File: src/rtl/sprite_loader.sv
// SPI command sequencer: parses opcode/index/pixel-byte frames and drives the
// sprite storage write port, tracking which sprite buffers hold a complete load.
module sprite_loader #(
  parameter int         SPRITE_NUM       = 8,
  parameter int         SPRITE_ADDR_SIZE = 11,
  parameter int         SPRITE_BYTES     = 2048,
  parameter logic [7:0] OP_LOAD          = 8'h01
) (
  input  logic                          clock,
  input  logic                          reset_n,
  input  logic                          cs_active,
  input  logic                          rx_valid,
  input  logic [7:0]                    rx_data,
  output logic [$clog2(SPRITE_NUM)-1:0] w_select,
  output logic                          w_en,
  output logic [SPRITE_ADDR_SIZE:0]     w_addr,
  output logic [7:0]                    w_data,
  output logic                          busy,
  output logic                          done,
  output logic                          err,
  output logic [SPRITE_NUM-1:0]         loaded
);

  localparam int IDX_W  = $clog2(SPRITE_NUM);
  localparam int CNT_W  = $clog2(SPRITE_BYTES);
  localparam int ADDR_W = SPRITE_ADDR_SIZE + 1;
  localparam logic [CNT_W-1:0] LAST_BYTE = CNT_W'(SPRITE_BYTES - 1);

  typedef enum logic [1:0] {IDLE, INDEX, DATA, DRAIN} state_t;

  state_t           state, state_next;
  logic [CNT_W-1:0] byte_count;
  logic             take_index, take_byte, last_byte, err_set, done_set;
  logic             idx_ok;

  assign idx_ok    = 32'(rx_data) < 32'(SPRITE_NUM);
  assign last_byte = byte_count == LAST_BYTE;
  assign busy      = state != IDLE;

  always_ff @(posedge clock) begin
    if (!reset_n) state <= IDLE;
    else          state <= state_next;
  end

  // cs_active low overrides rx_valid in every state, so a byte arriving with
  // the frame edge is never consumed.
  always_comb begin
    state_next = state;
    take_index = 1'b0;
    take_byte  = 1'b0;
    err_set    = 1'b0;
    done_set   = 1'b0;
    case (state)
      IDLE: begin
        if (rx_valid && cs_active) begin
          if (rx_data == OP_LOAD) state_next = INDEX;
          else begin
            err_set    = 1'b1;
            state_next = DRAIN;
          end
        end
      end
      INDEX: begin
        if (!cs_active) begin
          err_set    = 1'b1;
          state_next = IDLE;
        end else if (rx_valid) begin
          if (idx_ok) begin
            take_index = 1'b1;
            state_next = DATA;
          end else begin
            err_set    = 1'b1;
            state_next = DRAIN;
          end
        end
      end
      DATA: begin
        if (!cs_active) begin
          err_set    = 1'b1;
          state_next = IDLE;
        end else if (rx_valid) begin
          take_byte = 1'b1;
          if (last_byte) begin
            done_set   = 1'b1;
            state_next = IDLE;
          end
        end
      end
      DRAIN: begin
        if (!cs_active) state_next = IDLE;
      end
      default: state_next = IDLE;
    endcase
  end

  always_ff @(posedge clock) begin
    if (!reset_n) begin
      w_en       <= 1'b0;
      w_select   <= '0;
      w_addr     <= '0;
      w_data     <= '0;
      done       <= 1'b0;
      err        <= 1'b0;
      loaded     <= '0;
      byte_count <= '0;
    end else begin
      w_en <= take_byte;
      done <= done_set;
      err  <= err_set;
      if (take_index) begin
        w_select                   <= rx_data[IDX_W-1:0];
        byte_count                 <= '0;
        loaded[rx_data[IDX_W-1:0]] <= 1'b0;
      end
      if (take_byte) begin
        w_data     <= rx_data;
        w_addr     <= ADDR_W'({byte_count, 1'b0});
        byte_count <= byte_count + 1'b1;
        if (last_byte) loaded[w_select] <= 1'b1;
      end
    end
  end

endmodule

File: config.mk
export PLATFORM = sky130hd
export DESIGN_NAME = sprite_loader
export DESIGN_NICKNAME = d
export VERILOG_FILES = /design/src/rtl/sprite_loader.sv
export SDC_FILE = /design/constraint.sdc
export NUM_CORES = 1
export LEC_CHECK = 0
export ABC_AREA = 1
export BUFFER_PORTS_ARGS = -buffer_cell sky130_fd_sc_hd__buf_2
export CORE_ASPECT_RATIO = 0.9
export CORE_MARGIN = 2
export CORE_UTILIZATION = 35
export CTS_CLUSTER_DIAMETER = 80
export DETAILED_ROUTE_END_ITERATION = 8
export GPL_ROUTABILITY_DRIVEN = 0
export PLACE_DENSITY = 0.63
export SYNTH_ARGS = -nofsm -noshare
export SYNTH_HDL_FRONTEND = slang
export SYNTH_SLANG_ARGS = --single-unit
File: constraint.sdc
create_clock -name clock -period 1.9 [get_ports clock]
set_clock_uncertainty 0.05 [all_clocks]
set_input_delay 0.285 -clock clock [delete_from_list [all_inputs] [get_ports clock]]
set_output_delay 0.285 -clock clock [all_outputs]
set_load 0.01 [all_outputs]
==> metrics.md <==
| Metric | Value |
|---|---|
| Post-CTS Setup Repair Bufs | 0 |
| Layout cells sized above 1 | 21.1% |
| Post-synth EDFFs | 0 |
| Fmax | about 600 MHz |
| I/O pin count | 47 |
| Setup Total Neg Slack | 0 ns |
| CP Capture Type | flip-flop |
| CP top delay family | simple AND/OR/NAND/NOR gates |
| Worst EP arrival | 1.82 ns |
| GRT Residual Overflow | 0 |
| First-pass DRT Iterations | 4 |
| Area grow syn2layout | 18.7% |
| Internal reg-to-reg setup slack | roughly 0.26 ns |
| Overall power | roughly 0.0022 W |
| Synth area leader | dfxtp_1 |
| Clk pin slew, worst setup/hold paths | ~0.080 ns |
| TritonCTS Buffers | 5 |
| FFs w/ async S/R, synth | 0% |
| Quantity of gates resized following cts | 0 |
| Post-route minimum period | 1.64 ns |
| Final Setup Violations | 0 |
| Crit path kind | reg -> reg |
| Total Routed Length | approximately 4800 µm |
| Netlist Area Pre-Place | between 2000 and 2500 µm² |
| Synth cell count leaders | dfxtp_1, nand2_1, nor2_1, a21oi_1, o21ai_0 |
| Worst reg2reg path depth | 7 |
| Max H-tree Level | 2 |
| Core Box Area | approximately 5700 µm² |
| Synth unique cells | 30 |
| Crit path launch type | flip-flop |
| Max stage delay on crit path | between 0.3 and 0.4 ns |
| Routed len/inst | between 10 and 15 µm |
| Vias/cell | 4.82 |
| Synth Area in Adders | less than 1% |
| Die Y | around 76 µm |
| Worst vdd ir | between 0.4 and 0.5 mV |
| TritonCTS clock tree | done |
| Synthesized Nets | ~290 |
| Met2 Resource Use GR | between 20% and 30% |
| Mux contribution to synthesized area | 0% |
| Hold buffers post-CTS | 0 |
| Leak pwr | 1.16 nW |
| Hold depth | 3 |
| MaxCap Viol Count | 0 |
| Pwr/cell area | between 900 and 1000 nW/µm² |
| Root Buffer | clkbuf_8 |
| Data required, critical path | 2.08 ns |
| Register area share after synthesis | 45.1% |
| Internal | ~0.0015 W |
| # DRC | 0 |
| Most frequent CP cell | nand3_1 |
| Initial Utilization | 36.1% |
| Bufs on Longest Clock Path | 2 |
| Hold WC Path Type | in -> reg |
| Post-Synthesis Cells | 280 |
| Die width | about 85 µm |
| Most common cell in the synthesized netlist | dfxtp_1 |
| Main flop type after synthesis | dfxtp_1 |
| Detail Placement HPWL | 3410 µm |
| Crit. path cell count | 7 |
| Met1 Resource Use GR | about 21% |
| Initial DRC Count | approximately 130 |
| Top post-synthesis cells by area | dfxtp_1, a21oi_1, nand2_1 |
| Fin. max-slew vios | 0 |
| Worst-path maximum fanout | 4 |
| Finished Core Util | between 40 and 50% |
| Ant diodes | 0 |
| Die area | about 6500 µm² |
| Nets | roughly 340 |
| XOR/XNOR Fraction of Synth Area | less than 1% |
| Sequential share of power | a little under 50% |
| Number of global-route vias before repair | approximately 1,800 |
| Switching portion of total power | a little under a third |
| Syn Area/Cell | 7.30 µm² |
| IO Port Bufs | 45 |
| Compound-gate portion of the synthesized area | 17.4% |
| Synth warnings | 0 |
| RSZ-0062 raised after global routing | false |
| Largest net degree at the start of global routing | 28 |
| Largest family of logic cells by synthesized area | simple AND/OR/NAND/NOR gates |
| First-pass GRT wire length | 8380 µm |
| Num Clock Sinks | 46 |
| Critical Path, Cell by Cell | ha_1 > nand2_1 > nor2_2 > nand3_1 > nor2_1 > nand3_1 > a21oi_1 |
| Share of the synthesized area in the top cell type | 45.1% |
| Clock Power Share | between 20% and 30% |
| Status | finished clean |
| Critical path's slowest cell | dfxtp_1 |
| Clk_lat worst skew | approximately 0.3 ns |
| GR Util All Layers | approximately 16% |
| Worst path bufs/invs | 0 |
| Simple-Gate Fraction of Synth Area | roughly 27% |
| GR peak layer | met2 |
| Combinational share of power | 21.9% |
| DRT antenna net count | 0 |
| Switch Pwr | 0.000689 W |
| Final hold vios | 0 |
| Cell row count | 26 |
| Period utilization | 86.5% |
| Vias | approximately 1,900 |
| M3 GR Usage | under 10% |
| Initial antenna violation count | 0 |
| Synthesized flop and latch total | 46 |
## cells in the final DEF (no fill, tap or decap), drive strengths merged, types with 7 or more instances in the layout
cell type | netlist | final
nor2 | 43 | 43
nand2 | 48 | 48
o21ai | 30 | 30
inv | 27 | 27
clkbuf | 4 | 7
nand3 | 24 | 24
a21oi | 34 | 34
dfxtp | 46 | 46
buf | 8 | 51
## through the flow
step / hold slack (ns) / std cells / cell area [µm²] / setup WS [ns]
floorplan: 0.402 / 280 / 2040 / 0.491
global placement: 0.404 / 389 / 2330 / 0.299
detailed placement: 0.401 / 389 / 2330 / 0.277
CTS: 0.194 / 397 / 2420 / 0.238
global route: 0.220 / 397 / 2420 / 0.0497
finish: 0.201 / 397 / 2420 / 0.256
## layer usage
metal	vias up	part of all wire [%]
li1	1001	-
met3	8	4.5
met2	41	44
met5	-	0
met1	863	50
met4	0	1.6
## final timing paths
kind,startpoint,end
max,byte_count[1]$_SDFFE_PN0P_,loaded[1]$_SDFF_PN0_
min,rx_data[6],w_data[6]$_SDFFE_PN0P_
max reg2reg,byte_count[1]$_SDFFE_PN0P_,loaded[1]$_SDFF_PN0_
min reg2reg,loaded[3]$_SDFF_PN0_,loaded[3]$_SDFF_PN0_
## tightest hold or removal path: stages
cell     delay, ns
buf_2         0.07
inv_1         0.05
a21oi_1       0.11
## kinds of logic after synthesis
kind of cell             after synthesis
AND/OR/NAND/NOR                      121
buffers and inverters                 40
AO/OA/AOI/OAI                         69
XOR/XNOR                               2
adder cells (fa/ha/maj)                1
flip-flops                            46
other                                  1
## power groups by stage
stage | combinational, W | clock [W] | sequential (W)
after global routing | 0.000549 | 0.000682 | 0.00111
after global placement | 0.000479 | 0 | 0.00112
final | 0.000483 | 0.000625 | 0.00110
after floorplan | 0.000316 | 0 | 0.00114
after CTS | 0.000489 | 0.000638 | 0.00110
after detailed placement | 0.000489 | 0 | 0.00112
## sequential cells by signal, indices dropped and copies added (netlist names)
register / count
err: 1
state: 2
w_en: 1
w_select: 3
w_data: 8
byte_count: 11
loaded: 8
done: 1
w_addr: 11
## area by class of cell
type | count | area (µm²)
fill | 619 | 3240
clock inverter | 1 | 5.00
tap | 70 | 87.6
multi-input combinational | 194 | 950
timing repair buffer | 51 | 270
inverter | 28 | 105
sequential | 46 | 921
clock buffer | 7 | 86.3
(Power assumes the default switching activity.)
